==> src/rtl/core_pkg.sv <==
// Shared types and constants for the 5-stage RISC-V core pipeline.
package core_pkg;

    localparam int XLEN = 32;
    localparam logic [XLEN-1:0] NOP_INSTR = 32'h0000_0013;

    typedef struct packed {
        logic [XLEN-1:0] pc;
        logic [XLEN-1:0] instr;
    } if_id_t;

    typedef enum logic [1:0] {
        EMPTY = 2'd0,
        FULL  = 2'd1,
        SKID  = 2'd2
    } stage_state_e;

endpackage

==> src/rtl/sat_counter.sv <==
// Saturating up-counter that adds 0..2^INC_W-1 per cycle; shared by the perf counters.
module sat_counter #(
    parameter int W     = 16,
    parameter int INC_W = 2
) (
    input  logic             clk,
    input  logic             rst_n,
    input  logic [INC_W-1:0] inc_i,
    output logic [W-1:0]     count_o
);

    logic [W-1:0] count_q;
    logic [W-1:0] count_d;
    logic [W:0]   sum;

    // The carry bit flags overflow because INC_W < W keeps the sum below 2^(W+1).
    always_comb begin
        sum     = {1'b0, count_q} + {{(W + 1 - INC_W){1'b0}}, inc_i};
        count_d = sum[W] ? {W{1'b1}} : sum[W-1:0];
    end

    always_ff @(posedge clk or negedge rst_n) begin
        if (!rst_n) begin
            count_q <= '0;
        end else begin
            count_q <= count_d;
        end
    end

    assign count_o = count_q;

endmodule

==> src/rtl/if_id_stage_reg.sv <==
// IF/ID boundary register with a 1-entry skid buffer, flush squashing and a squash counter.
// State table: EMPTY | no live instruction; FULL | out reg live; SKID | out reg and skid live.
module if_id_stage_reg
    import core_pkg::*;
#(
    parameter int CNT_W = 16
) (
    input  logic             clk,
    input  logic             rst_n,
    input  logic             fetch_valid,
    input  logic [XLEN-1:0]  fetch_pc,
    input  logic [XLEN-1:0]  fetch_instr,
    output logic             fetch_ready,
    input  logic             IF_ID_flush,
    input  logic             id_stall,
    output logic             id_valid,
    output logic [XLEN-1:0]  id_pc,
    output logic [XLEN-1:0]  id_instr,
    output logic [CNT_W-1:0] squash_count
);

    stage_state_e state_q, state_d;
    if_id_t       out_q, out_d;
    if_id_t       skid_q, skid_d;
    if_id_t       fetch_word;
    logic         id_valid_q, id_valid_d;
    logic         fetch_ready_q, fetch_ready_d;
    logic         accept;
    logic         consume;
    logic [1:0]   squash_n;

    assign fetch_word = '{pc: fetch_pc, instr: fetch_instr};
    assign accept     = fetch_valid && fetch_ready_q;
    assign consume    = id_valid_q && !id_stall;

    always_comb begin
        state_d  = state_q;
        out_d    = out_q;
        skid_d   = skid_q;
        squash_n = 2'd0;
        if (IF_ID_flush) begin
            // A consumed instruction is still seen by decode, so only a stalled one is lost.
            state_d     = EMPTY;
            out_d.instr = NOP_INSTR;
            squash_n    = 2'(id_valid_q && id_stall) + 2'(state_q == SKID) + 2'(accept);
        end else begin
            case (state_q)
                EMPTY: begin
                    if (accept) begin
                        out_d   = fetch_word;
                        state_d = FULL;
                    end
                end
                FULL: begin
                    if (consume) begin
                        if (accept) begin
                            out_d = fetch_word;
                        end else begin
                            out_d.instr = NOP_INSTR;
                            state_d     = EMPTY;
                        end
                    end else if (accept) begin
                        skid_d  = fetch_word;
                        state_d = SKID;
                    end
                end
                SKID: begin
                    if (consume) begin
                        out_d   = skid_q;
                        state_d = FULL;
                    end
                end
                default: begin
                    state_d = EMPTY;
                end
            endcase
        end
        id_valid_d    = (state_d != EMPTY);
        fetch_ready_d = (state_d != SKID);
    end

    always_ff @(posedge clk or negedge rst_n) begin
        if (!rst_n) begin
            state_q       <= EMPTY;
            out_q         <= '{pc: '0, instr: NOP_INSTR};
            skid_q        <= '0;
            id_valid_q    <= 1'b0;
            fetch_ready_q <= 1'b1;
        end else begin
            state_q       <= state_d;
            out_q         <= out_d;
            skid_q        <= skid_d;
            id_valid_q    <= id_valid_d;
            fetch_ready_q <= fetch_ready_d;
        end
    end

    sat_counter #(
        .W    (CNT_W),
        .INC_W(2)
    ) u_squash_cnt (
        .clk    (clk),
        .rst_n  (rst_n),
        .inc_i  (squash_n),
        .count_o(squash_count)
    );

    assign fetch_ready = fetch_ready_q;
    assign id_valid    = id_valid_q;
    assign id_pc       = out_q.pc;
    assign id_instr    = out_q.instr;

endmodule
==> config.mk <==
export PLATFORM = sky130hd
export DESIGN_NAME = if_id_stage_reg
export DESIGN_NICKNAME = d
export VERILOG_FILES = /design/src/rtl/core_pkg.sv /design/src/rtl/sat_counter.sv /design/src/rtl/if_id_stage_reg.sv
export SDC_FILE = /design/constraint.sdc
export NUM_CORES = 1
export LEC_CHECK = 0
export CORE_MARGIN = 3
export CORE_UTILIZATION = 56
export CTS_BUF_LIST = sky130_fd_sc_hd__clkbuf_4
export DETAILED_ROUTE_END_ITERATION = 6
export PLACE_DENSITY_LB_ADDON = 0.08
export SLEW_MARGIN = 25
export SYNTH_ARGS = -nofsm -noshare
export SYNTH_HDL_FRONTEND = slang
export SYNTH_SLANG_ARGS = --single-unit
==> constraint.sdc <==
create_clock -name clk -period 6.7 [get_ports clk]
set_input_delay 1.34 -clock clk [delete_from_list [all_inputs] [get_ports clk]]
set_output_delay 1.34 -clock clk [all_outputs]
set_load 0.02 [all_outputs]
==> results.md, run 1 <==
* Status: finished clean
* Num rows at 38
* Port bufs at 150
* Area of the mapped netlist at 0.00640 mm²
* Vias in the first global route at 4779
* Clock slew at reported path FFs at 0.11 ns
* Core area at 0.0110 mm²
* Post-route ant nets at 0
* Yosys reg bits at 148
* P&R area growth vs syn at 28.8%
* Cts hold-fix bufs at 0
* Initial Utilization at 0.582
* Worst-margin pin slew at 0.791 ns
* Clock Skew at 0.0144 ns
* Worst skew pair latency at 0.53 ns
* CTS Sinks at 148
* Leading cell type in the layout, fill and taps excluded: clkdlybuf4s50_1
* Final hold viol count at 0
* Largest net degree at the start of global routing at 91
* DR WL/cell at 17.7 µm
* Fin nets at 741
* Syn. warnings at 0
* I/O Pins at 151
* DRC violations left at 0
* Final Max Slew Viols at 0
* Distinct cells, synth at 43
* Lkg Pwr at 3.57 nW
* Setup bufs post-CTS at 0
* Post-Route WL at 14.5 mm
* Unrepaired setup endpoints after global routing: false
* Setup crit end kind: register
* WP data required at 7.14 ns
* First drt pass iteration count at 5
* Tot Pwr at 2.80 mW
* Critical Path AT at 4.80 ns
* Die height at 113 µm
* Peak supply drop at 0.000296 V
* CTS tree: yes
* Rel. slew slack at 0.473
* Hold WS at 0.485 ns
* First-pass GRT wire length at 23.7 mm
* Max clock buf depth at 2
* Fmax achieved at 229 MHz
* Final setup TNS at 0 ns
* Vias at 4773
* R2r endpoint: u_squash_cnt.count_o[3]
* R2R depth at 11
* DR iter-0 viols at 430
* Max FO, Critical Path at 13
* CP Class: in2reg
* GRT Overall Usage at 0.233
* Post-synth EDFFs at 0
* Period Utilization, post-route at 0.651
* Root buffer cell: clkbuf_4
* Worst Setup EP: u_squash_cnt.count_o[3]
* Max-cap violations at 0
* H-tree levels at 4
* Minimum clock period at 4.36 ns
* Die width at 113 µm
* Fill cells at 762
* Setup slack, reg-to-reg at 3.14 ns
* Register area share after synthesis at 0.580
* Worst Hold Class: reg2reg
* Net Count, Synth at 599
* Vias/cell at 5.83
* RD Place Congestion at 0.838
* Fraction of layout cells with a size suffix above 1 at 0.137
* CP Launch Point: fetch_valid
* Reg2reg start: fetch_ready
* PwrDens at 340 mW/mm²
* Async SR Flop Fraction at 1.00
* Global route overflow at 0
* Mean Syn Cell Area at 12.3 µm²
* CTS buffer count at 17
* Post-detail-place hpwl at 9.66 mm
* Initial antenna violation count at 1
* Die Footprint at 0.0127 mm²
* CP Launch Type: input port
* Main synth FF type: dfrtp_1
* Mapped Cells at 522
* Post-cts resize count at 0
* Most frequent cells in the layout: 149 x clkdlybuf4s50_1, 144 x dfrtp_1, 67 x a22oi_1
* Final setup vio count at 0
## how the worst min path moves through the flow
stage,depth (start not counted),start,to
after floorplan,1,skid_q[10],skid_q[10]
after global placement,2,id_pc[6],id_pc[6]
after detailed placement,2,id_pc[19],id_pc[19]
after CTS,2,id_pc[19],id_pc[19]
after global routing,1,skid_q[49],skid_q[49]
final,2,id_pc[19],id_pc[19]
## critical path, stage by stage
cell and delay (ns):
clkdlybuf4s50_1 0.55, nand2_1 0.20, xor2_1 0.21, ha_1 0.27
and2_1 0.12, ha_1 0.15, inv_1 0.05, fa_1 0.41
nand3b_1 0.32, nor4_4 0.41, nand4_1 0.52, o21ai_0 0.25
## final cells by class
| cell class | count | area, µm² | area share |
|---|---|---|---|
| sequential | 148 | 3710 | 0.450 |
| multi-input combinational | 328 | 2450 | 0.298 |
| timing repair buffer | 157 | 1560 | 0.189 |
| clock buffer | 24 | 180 | 0.0219 |
| tap | 140 | 175 | 0.0213 |
| clock inverter | 8 | 111 | 0.0135 |
| inverter | 12 | 45.0 | 0.00547 |
| antenna | 1 | 2.50 | 0.000304 |
## cell usage after synthesis (6+ instances only)
cell type / count / area share
inv_1: 12 / 0.0070
buf_6: 7 / 0.012
o21ai_0: 39 / 0.031
clkbuf_1: 16 / 0.0094
dfrtp_1: 144 / 0.56
nand2_1: 51 / 0.030
a22oi_1: 67 / 0.079
o2bb2ai_1: 30 / 0.041
mux2_1: 21 / 0.037
buf_2: 6 / 0.0047
ha_1: 7 / 0.014
mux2_2: 43 / 0.076
xnor2_1: 6 / 0.0082
nor2_1: 11 / 0.0065
## cells by family (layout without fill, tap and decap cells)
logic type	Yosys count	after routing	share of synthesized area
buf+inv	46	201	0.0376
mux	65	65	0.114
other cells	0	1	0
fa+ha+maj	8	8	0.0168
simple gates	96	96	0.0736
flops	148	148	0.580
xor+xnor	9	9	0.0123
compound gates	150	150	0.166
## through the flow
stage	utilization	instances	setup WS (ns)	instance area, µm²
2_1_floorplan	-	522	2.92	6400
4_1_cts	0.748	816	2.41	8220
5_1_grt	0.750	818	2.14	8240
6_report	0.750	818	2.34	8240
3_5_place_dp	0.722	784	1.84	7930
3_3_place_gp	0.722	784	1.98	7930
## per-layer routing
metal | up-vias | share of wire | GRT usage | wire length [µm]
li1 | 2218 | - | - | -
met1 | 2378 | 0.43 | 0.307 | 6210
met2 | 155 | 0.50 | 0.380 | 7270
met3 | 22 | 0.055 | 0.0626 | 792
met4 | 0 | 0.017 | 0.0737 | 240
met5 | - | 0 | 0 | 0
## power breakdown
part / internal, mW / leakage, nW / switching [mW] / total [mW]
logic: 0.441 / 1.55 / 0.430 / 0.871
clock network: 0.284 / 0.165 / 0.283 / 0.567
registers: 1.19 / 1.86 / 0.174 / 1.36
## flip-flops by register name (all words and copies together), names as in the netlist
register              count
skid_q                   64
id_instr                 32
id_pc                    32
u_squash_cnt.count_o     16
state_q                   2
fetch_ready               1
id_valid                  1
(Power assumes the default switching activity.)
==> run 2, diff against run 1 <==
- CORE_UTILIZATION: 56 -> 52
- clock period: 6.7 -> 4.3 ns (I/O delays scaled with it)
==> run 2 against run 1 <==
Compared with the run above:
- critical path type unchanged
- combinational power up 56%
- highest routed layer unchanged
- register-to-register slack got worse by 2.3 ns
- global-route usage fell by 0.33 points
- sequential power up 56%
- die area rose by 7.3%
- setup slack worse by 1.8 ns
- sequential share of layout area is 0.075 points higher
- sequential cell count unchanged
- largest power group unchanged
- design area decreased by 0.17%
- clock skew about the same
- non-clock buffer count stayed put
==> results.md, run 2 (synthesized netlist as in run 1, its figures left out) <==
* Worst slack at placement at -0.0106 ns (was 1.84 ns)
* Leading cell type in the layout, fill and taps excluded: clkdlybuf4s50_1 (unchanged)
* Vias in the first global route at 4878 (was 4779)
* First drt pass iteration count at 5 (unchanged)
* Port bufs at 150 (unchanged)
* Num rows at 39 (was 38)
* Cts hold-fix bufs at 0 (unchanged)
* Critical Path AT at 4.24 ns (was 4.80 ns)
* CP cell instances: clkdlybuf4s50_1, nand2_1, xor2_1, ha_1, and2_1, ha_1, inv_1, fa_1, nand3b_1, nor4_4, nand4_1, o21ai_0 (unchanged)
* CTS tree: yes (unchanged)
* Rel. slew slack at 0.331 (was 0.473)
* Slack of the critical path at 0.497 ns (was 2.34 ns)
* DR iter-0 viols at 399 (was 430)
* Unrepaired setup endpoints after global routing: false (unchanged)
* Clock slew at reported path FFs at 0.11 ns (about the same)
* Period Utilization, post-route at 0.884
* Final setup vio count at 0 (unchanged)
* Root buffer cell: clkbuf_4 (unchanged)
* Setup bufs post-CTS at 0 (unchanged)
* CTS buffer count at 17 (unchanged)
* First-pass GRT wire length at 24.5 mm (was 23.7 mm)
* Critical path buffers and inverters at 2 (unchanged)
* Crit path top cell by count: ha_1 (unchanged)
* Worst skew pair latency at 0.53 ns (about the same)
* GRT Overall Usage at 0.230 (was 0.233)
* Most frequent cells in the layout: 149 x clkdlybuf4s50_1, 144 x dfrtp_1, 67 x a22oi_1 (unchanged)
* DRC violations left at 0 (unchanged)
* Fmax achieved at 263 MHz
* RD Place Congestion at 0.820 (was 0.838)
* ANT cells at 0 (was 1)
* Initial Utilization at 0.546 (was 0.582)
* Final Max Slew Viols at 0 (unchanged)
* Reg2reg start: fetch_ready (unchanged)
* Post-detail-place hpwl at 9.67 mm (was 9.66 mm)
* P&R area growth vs syn at 28.5% (was 28.8%)
* Final hold viol count at 0 (unchanged)
* R2R depth at 11 (unchanged)
* Top delay family on crit path: simple AND/OR/NAND/NOR gates (unchanged)
* Max reg flops at 64 (unchanged)
* Post-cts resize count at 0 (unchanged)
* Core area at 0.0117 mm² (was 0.0110 mm²)
* Vias/cell at 5.75 (was 5.83)
* Minimum clock period at 3.80 ns
* Largest net degree at the start of global routing at 79 (was 91)
* CTS Sinks at 148 (unchanged)
* Initial antenna violation count at 0 (was 1)
* Fin nets at 741 (unchanged)
* DR WL/cell at 18.0 µm (was 17.7 µm)
* Status: finished clean (unchanged)
* Post-route cell area at 0.00822 mm² (was 0.00824 mm²)
* Setup crit end kind: register (unchanged)
* Lkg Pwr at 3.56 nW (was 3.57 nW)
* Die width at 117 µm (was 113 µm)
* Final setup TNS at 0 ns (unchanged)
* Top reg by flops: skid_q (unchanged)
* Post-route ant nets at 0 (unchanged)
* Worst path max stage delay at 0.56 ns (was 0.55 ns)
* Setup slack, reg-to-reg at 0.83 ns (was 3.14 ns)
* CP Launch Type: input port (unchanged)
* Post-Route WL at 14.8 mm (was 14.5 mm)
* Fin util at 0.702 (was 0.750)
* Placed Instance Area at 0.00797 mm² (was 0.00793 mm²)
* Global route overflow at 0 (unchanged)
* PwrDens at 520 mW/mm² (was 340 mW/mm²)
* Clock Skew at 0.0147 ns (was 0.0144 ns)
* Worst-margin pin slew at 1.00 ns (was 0.791 ns)
* Vias at 4716 (was 4773)
* Die height at 117 µm (was 113 µm)
* I/O Pins at 151 (unchanged)
* Max FO, Critical Path at 13 (unchanged)
* Die Footprint at 0.0137 mm² (was 0.0127 mm²)
* Hold WS at 0.328 ns (was 0.485 ns)
* R2r endpoint: u_squash_cnt.count_o[3] (unchanged)
* H-tree levels at 4 (unchanged)
* Peak supply drop at 0.000331 V (was 0.000296 V)
* WP data required at 4.74 ns (was 7.14 ns)
* Fraction of layout cells with a size suffix above 1 at 0.134 (was 0.137)
* CP max-delay cell: clkdlybuf4s50_1 (unchanged)
* Worst Hold Class: in2async (was reg2reg)
* CP Class: in2reg (unchanged)
* Max clock buf depth at 2 (unchanged)
* Max-cap violations at 0 (unchanged)
==> run 2: worst register-to-register path: cells and delay by family (launching register included) <==
kind	cells	cell delay (ns)
simple gates	5	1.40
compound gates	1	0.26
xor+xnor	1	0.21
fa+ha+maj	3	0.85
flops	1	0.59
buf+inv	1	0.07
==> run 2: where the power goes <==
part | switching, mW | internal (mW)
combinational | 0.666 | 0.689
sequential | 0.266 | 1.85
clock | 0.462 | 0.337
total | 1.39 | 2.88
==> run 2: cell type report <==
class	count	area (µm²)
Sequential cell	148	3710
Fill cell	898	3490
Multi-Input combinational cell	328	2450
Timing Repair Buffer	157	1580
Tap cell	143	179
Clock buffer	18	135
Clock inverter	14	120
Inverter	12	45.0
==> run 2: through the flow <==
stage	total power, mW	std cells
after floorplan	2.87	522
after global placement	3.44	788
after detailed placement	3.51	788
after CTS	4.31	820
after global routing	4.55	820
final	4.27	820
==> run 2: per-layer routing <==
metal  GRT usage  part of all wire  vias up
li1            -                 -     2202
met1       0.309              0.44     2367
met2       0.371              0.50      129
met3      0.0494             0.047       18
met4      0.0833             0.014        0
met5           0                 0        -
==> run 2: how the worst max path moves through the flow <==
stage               cells after the start  slack (ns)        start                  endpoint
finish                                 12        0.50  fetch_valid   u_squash_cnt.count_o[3]
global placement                       12        0.20  fetch_valid   u_squash_cnt.count_o[6]
floorplan                              12         1.0  fetch_valid  u_squash_cnt.count_o[11]
CTS                                    12        0.57  fetch_valid   u_squash_cnt.count_o[3]
global route                           12        0.28  fetch_valid   u_squash_cnt.count_o[3]
detailed placement                     12       -0.01  fetch_valid   u_squash_cnt.count_o[6]
